--- src/rtl/rr_src_arbiter8_pkg.sv ---
// rr_src_arbiter8_pkg: shared state encodings and source index width
package rr_src_arbiter8_pkg;
  localparam int SRC_BITS = 3;
  localparam logic [1:0] IDLE = 2'b00, CAPTURE = 2'b01, HOLD = 2'b10;
endpackage

--- src/rtl/rr_src_arbiter8_pick.sv ---
// rr_pick8: combinational rotate-priority finder, first set req bit at or after ptr
module rr_pick8
  import rr_src_arbiter8_pkg::*;
(
  input  logic [7:0]          req,
  input  logic [SRC_BITS-1:0] ptr,
  output logic                any,
  output logic [SRC_BITS-1:0] idx
);
  logic [15:0] dbl;
  logic [SRC_BITS-1:0] off;
  assign dbl = {req, req} >> ptr;
  assign any = |req;
  assign idx = ptr + off;
  always_comb begin
    off = '0;
    for (int k = 7; k >= 0; k--) if (dbl[k]) off = k[SRC_BITS-1:0];
  end
endmodule

--- src/rtl/rr_src_arbiter8.sv ---
// rr_src_arbiter8: round-robin source arbiter driving a mux8 select and capturing its output
module rr_src_arbiter8
  import rr_src_arbiter8_pkg::*;
#(
  parameter int WIDTH = 16
) (
  input  logic                clk,
  input  logic                reset,
  input  logic [7:0]          req,
  output logic [SRC_BITS-1:0] sel,
  input  logic [WIDTH-1:0]    mux_y,
  output logic [7:0]          ack,
  output logic                out_valid,
  input  logic                out_ready,
  output logic [WIDTH-1:0]    out_data,
  output logic [SRC_BITS-1:0] out_src
);
  logic [1:0] state;
  logic [SRC_BITS-1:0] ptr, idx;
  logic any, take;
  rr_pick8 u_pick (.req(req), .ptr(ptr), .any(any), .idx(idx));
  assign take = state == CAPTURE && req[sel];
  always_ff @(posedge clk) begin
    if (reset) begin
      state     <= IDLE;
      sel       <= '0;
      ack       <= '0;
      out_valid <= 1'b0;
      out_data  <= '0;
      out_src   <= '0;
      ptr       <= '0;
    end else begin
      ack <= take ? 8'd1 << sel : 8'd0;
      case (state)
        IDLE: if (any) begin
          sel   <= idx;
          state <= CAPTURE;
        end
        CAPTURE: begin
          state <= take ? HOLD : IDLE;
          if (take) begin
            out_data  <= mux_y;
            out_src   <= sel;
            out_valid <= 1'b1;
            ptr       <= sel + 1'b1;
          end
        end
        HOLD: if (out_ready) begin
          out_valid <= 1'b0;
          state     <= IDLE;
        end
        default: state <= IDLE;
      endcase
    end
  end
endmodule

--- config.mk ---
export PLATFORM = sky130hd
export DESIGN_NAME = rr_src_arbiter8
export DESIGN_NICKNAME = d
export VERILOG_FILES = /design/src/rtl/rr_src_arbiter8_pkg.sv /design/src/rtl/rr_src_arbiter8_pick.sv /design/src/rtl/rr_src_arbiter8.sv
export SDC_FILE = /design/constraint.sdc
export NUM_CORES = 1
export LEC_CHECK = 0
export BUFFER_PORTS_ARGS = -buffer_cell sky130_fd_sc_hd__buf_4
export CELL_PAD_IN_SITES_DETAIL_PLACEMENT = 2
export CELL_PAD_IN_SITES_GLOBAL_PLACEMENT = 2
export CORE_MARGIN = 2
export CORE_UTILIZATION = 35
export CTS_CLUSTER_SIZE = 8
export DETAILED_ROUTE_END_ITERATION = 12
export PLACE_DENSITY_LB_ADDON = 0.1
export SLEW_MARGIN = 20
export SYNTH_ARGS = -nofsm -noshare
export SYNTH_HDL_FRONTEND = slang
export SYNTH_SLANG_ARGS = --single-unit
--- constraint.sdc ---
create_clock -name clk -period 4.75 [get_ports clk]
set_clock_uncertainty 0.15 [all_clocks]
set_input_delay 0.7125 -clock clk [delete_from_list [all_inputs] [get_ports clk]]
set_output_delay 0.7125 -clock clk [all_outputs]
set_load 0.01 [all_outputs]
Word level (Yosys, flattened, before mapping). Index checks and enable logic that the tools add are counted.

Register bits: 36. Input bits: 27. Output and inout port bits: 31. Logic and storage cells: 44.

$add $sub $neg: 2. Magnitude comparators: 1. Equality and inequality tests: 5. Shift operators: 2. Mux-type cells: 17. Bitwise logic cells: 1. Reductions and logical operators: 9.

Operators by type and width (count): two-way mux 3 bit (8); >> shifter 16 x 3 -> 8 bit (1); OR reduction 8 bit (1); left shift 1 x 3 -> 8 bit (first input constant) (1); two-way mux 2 bit (3); != test 2 bit (second input constant) (3); case mux 2 bit (3 select lines) (1); AND reduction 2 bit (3); < comparator 3 x 4 -> 1 bit (second input constant) (1); adder 3 x 1 -> 3 bit (second input constant) (1); adder 3 bit (1); binary-select mux 1 bit (select 3 bit) (1); two-way mux 1 bit (3); AND reduction 3 bit (1); equality test 2 x 1 -> 1 bit (second input constant) (1); equality test 2 bit (second input constant) (1); zero test 2 bit (1); case mux 1 bit (2 select lines) (1); nonzero test 2 bit (1); OR reduction 2 bit (1); logical AND 1 bit (1); inverter 1 bit (1).

Longest topological paths before layout.
Depth in word-level cells: 10. Gate-level depth with buffers: 14.

Cells and area by module. Synthesis repeated with hierarchy kept, for this count alone.

Cells, all modules: 206. Area, all modules: 2079.5 um^2.

Modules (own cells, without submodules): rr_src_arbiter8 (instances 1, cells an instance 164, area an instance 1594.0 um^2); rr_pick8 (instances 1, cells an instance 42, area an instance 485.5 um^2).

Worst setup path after synthesis. OpenSTA, ideal clock, no wires.

Path type: input-to-reg. Start: input port req[5]. End: register sel[2]. Library setup time: 0.140 ns. Data arrival time: 3.025 ns. Setup slack: 1.436 ns. Stages on the path: 12. Buffers on the path: 0. Path through: mux4_2 -> nor2b_1 -> nor3_1 -> a21oi_1 -> o31ai_1 -> ha_1 -> inv_1 -> fa_1 -> xnor2_1 -> nand2_1 -> a2111oi_0 -> a2111oi_1.

Word-level cells in the longest chain between the ends: 10.

RTL lines: start, declared (line rr_src_arbiter8.sv:9) `input logic [7:0] req,`; >> shifter 16 x 3 -> 8 bit (line rr_src_arbiter8_pick.sv:12) `assign dbl = {req, req} >> ptr;`; two-way mux 3 bit (8 in series) (line rr_src_arbiter8_pick.sv:17) `for (int k = 7; k >= 0; k--) if (dbl[k]) off = k[SRC_BITS-1:0];`; adder 3 bit (line rr_src_arbiter8_pick.sv:14) `assign idx = ptr + off;`; end signal, assigned (line rr_src_arbiter8.sv:36) `sel <= idx;`; end, declared (line rr_src_arbiter8.sv:10) `output logic [SRC_BITS-1:0] sel,`.

Parallel ways exist; a longest one is shown, timed or not. A chain may end at the register's enable or synchronous reset.

Worst setup path in the final report.
Start: register ptr[0]. End: register sel[2].

Word-level cells in the longest chain between the ends: 10.

RTL lines: start, declared (line rr_src_arbiter8.sv:19) `logic [SRC_BITS-1:0] ptr, idx;`; start signal, assigned (line rr_src_arbiter8.sv:45) `ptr <= sel + 1'b1;`; >> shifter 16 x 3 -> 8 bit (line rr_src_arbiter8_pick.sv:12); two-way mux 3 bit (8 in series) (line rr_src_arbiter8_pick.sv:17); adder 3 bit (*) (line rr_src_arbiter8_pick.sv:14).

Mark *: on every way between the ends. The rest lies on a longest branch, timed or not.

==> impl_metrics.csv <==
group,metric,value,unit
run_status,status,"complete, no violations",
timing,slew_headroom,0.480,
detailed_routing,avgRoutedWirePerCell,18.3,µm
power,vdd_drop_max,0.000157,V
detailed_routing,drt_pass1_iterations,4,
detailed_routing,totalWireLength,5.93,mm
detailed_routing,via_count,1736,
placement,portBuffers,57,
logic_synthesis,synth_area_leader_cell,"dfxtp_1",
timing,fin_crit_sh,0.821,
cts,clockRootBuffer,"clkbuf_8",
power,seq_power_share,0.393,
setup_path,path_cells,"mux4_2, nor2b_1, nor3_1, a21oi_1, o31ai_1, ha_1, inv_1, fa_1, xnor2_1, nand2_1, a2111oi_0, a2111oi_1",
placement,dp_hpwl,4.27,mm
cts,cts_max_level,2,
logic_synthesis,syn_area_per_cell,10.7,µm²
cts,cts_tree,"built",
finish,antenna_cells,0,
cts,clk-insertion-delay-late,0.28,ns
finish,drive_gt1_frac,0.309,
floorplan,start_util,0.356,
floorplan,die_width,81.2,µm
logic_synthesis,synthesis.area,0.00208,mm²
detailed_routing,vias_per_cell,5.36,
logic_synthesis,yosys_most_used_dff,"dfxtp_1",
finish,area_delta_synth_final,27.4,%
min_path,hold_class,"register to register",
floorplan,die_area,0.00659,mm²
detailed_routing,drt_iter0_drc,49,
finish,fill_cells,648,
grt,grt.overflow.total,0,
cts,path_clk_slew,0.07,ns
setup_path,cp.required,4.75,ns
logic_synthesis,ys_warn_count,0,
detailed_routing,drc,0,
cts,cts_resized,0,
power,p_per_area,388,mW/mm²
setup_path,slowest_delay,0.83,ns
finish,stdcell_area,0.00266,mm²
setup_path,rr_worst_depth,12,
finish,final_cell_mix,"buf_4 (59), nor2_1 (38), dfxtp_1 (36)",
setup_path,worstSetupEndpointType,"register",
timing,setup_tns,0,ns
cts,cts.sinks,36,
setup_path,startpoint_type,"register",
power,p_comb_frac,0.348,
cts,cts_setup_buffers,0,
power,p_sw_frac,0.335,
floorplan,core_area,0.00585,mm²
logic_synthesis,synth_area_leaders,"dfxtp_1 (35%), mux4_1 (13%), mux2i_1 (12%)",
grt,grt_pass1_wl,9.32,mm
placement,gp_congestion,0.879,
floorplan,pin_count,58,
logic_synthesis,synth-async-reset-ratio,0,
floorplan,fp.dieH,81.2,µm
cts,cts-buffers-inserted,5,
timing,finalCriticalPeriod,3.90,ns
timing,rsz0062_at_grt,"no",
floorplan,rows,28,
cts,cts_hold_buf,0,
grt,grt_usage,0.188,
logic_synthesis,syn-num-nets,228,
timing,fmax,0.257,GHz
timing,drv_slew,0,
finish,final_common_cell,"buf_4",
power,power_frac_clock,0.259,
logic_synthesis,seq_area_frac_synth,0.346,
setup_path,worstReg2RegEnd,"sel[2]",
finish,nets,281,
timing,tightestPinTransition,0.779,ns
grt,antenna_found_initial,0,
grt,grt_max_degree,30,
power,p_int,685,µW
timing,hold_viol_final,0,
setup_path,endpoint,"sel[2]",
logic_synthesis,synth.distinct_cells,35,
setup_path,cp_max_fo,16,
power,p_sw,345,µW
logic_synthesis,syn-instance-count,195,
setup_path,cp-startpoint,"ptr[0]",
setup_path,rrSetupSlack,0.85,ns
logic_synthesis,synth_seq_cells,36,
cts,cts_max_path_buffers,2,
setup_path,arrival,3.90,ns
power,p_leak,1.15,nW
setup_path,worstReg2RegStart,"ptr[0]",
timing,finalSetupViolations,0,
job,max-cap-violations,0,
grt,grt_pass1_vias,1805,
setup_path,path_class,"register to register",
setup_path,crit_path_top_delay_cell,"dfxtp_1",
placement,placed_area,0.00255,mm²
logic_synthesis,synth_edf_count,0,
logic_synthesis,synth_top_area_frac,0.346,
detailed_routing,final_antenna_net_count,0,
[power by group through the flow]
stage / registers, mW / logic (mW) / clock network, mW
3_5_place_dp: 0.412 / 0.360 / 0
5_1_grt: 0.413 / 0.393 / 0.287
3_3_place_gp: 0.409 / 0.352 / 0
4_1_cts: 0.406 / 0.365 / 0.277
2_1_floorplan: 0.386 / 0.255 / 0
6_report: 0.405 / 0.358 / 0.267
[cell usage after synthesis (2+ instances only)]
master     instances
inv_1              9
mux4_2             6
dfxtp_1           36
and3_1             4
a21oi_1            9
a2111oi_0          2
and3b_1            4
buf_6              3
nand2_1            2
clkbuf_1           6
a211oi_1           5
nor3b_1            2
ha_1               5
mux4_1            10
xnor2_1            2
nor2b_1            6
buf_2              3
nor2_1            38
mux2_4             2
mux2i_1           26
[how the worst min path moves through the flow]
| stage | end | slack, ns | cells after the start | from |
|---|---|---|---|---|
| final | out_valid | 0.35 | 2 | out_valid |
| after global routing | out_data[11] | 0.38 | 2 | out_data[11] |
| after CTS | out_valid | 0.36 | 2 | out_valid |
| after detailed placement | out_data[13] | 0.34 | 2 | out_data[13] |
| after global placement | out_valid | 0.32 | 2 | out_valid |
| after floorplan | out_valid | 0.38 | 2 | out_valid |
[metrics by stage]
stage / worst slack (ns) / hold slack (ns) / utilization / std cells / power [mW]
CTS: 0.801 / 0.358 / 0.454 / 324 / 1.05
finish: 0.852 / 0.348 / 0.454 / 324 / 1.03
floorplan: 1.44 / 0.376 / - / 195 / 0.641
global route: 0.652 / 0.379 / 0.454 / 324 / 1.09
detailed placement: 0.917 / 0.337 / 0.435 / 316 / 0.772
global placement: 1.06 / 0.318 / 0.435 / 316 / 0.761
[area by class of cell]
class,count,area [µm²],share of cell area
clock inverters,2,35.0,0.0132
repair buffers,59,443,0.167
flip-flops and latches,36,721,0.271
clock buffers,6,72.6,0.0273
well taps,75,93.8,0.0353
multi-input cells,136,1250,0.471
inverters,10,40.0,0.0151
[sequential cells by signal, summed over array words and instances (netlist names)]
signal	cells
ack	8
out_data	16
out_src	3
out_valid	1
ptr	3
sel	3
state	2
[cells by family after synthesis]
| group | after synthesis | share of synthesized area |
|---|---|---|
| XOR/XNOR | 2 | 0.00840 |
| AO/OA/AOI/OAI | 24 | 0.0810 |
| buffers and inverters | 23 | 0.0570 |
| adder cells (fa/ha/maj) | 6 | 0.0396 |
| AND/OR/NAND/NOR | 60 | 0.138 |
| flip-flops | 36 | 0.346 |
| multiplexers | 44 | 0.330 |
[critical path: cells and delay by family (launching register included)]
kind / cells / cell delay, ns
multiplexers: 1 / 0.60
buffers and inverters: 1 / 0.05
adder cells (fa/ha/maj): 2 / 0.56
XOR/XNOR: 1 / 0.19
flip-flops: 1 / 0.83
AND/OR/NAND/NOR: 3 / 0.47
AO/OA/AOI/OAI: 4 / 0.90
[layer usage]
metal	vias to the layer above	GRT usage	wire length [µm]
met5	-	0	0
met4	0	0.0356	44
met3	7	0.0389	292
met2	44	0.336	3000
met1	872	0.234	2590
li1	813	-	-
Note: power is estimated with default switching activity, not from simulation.
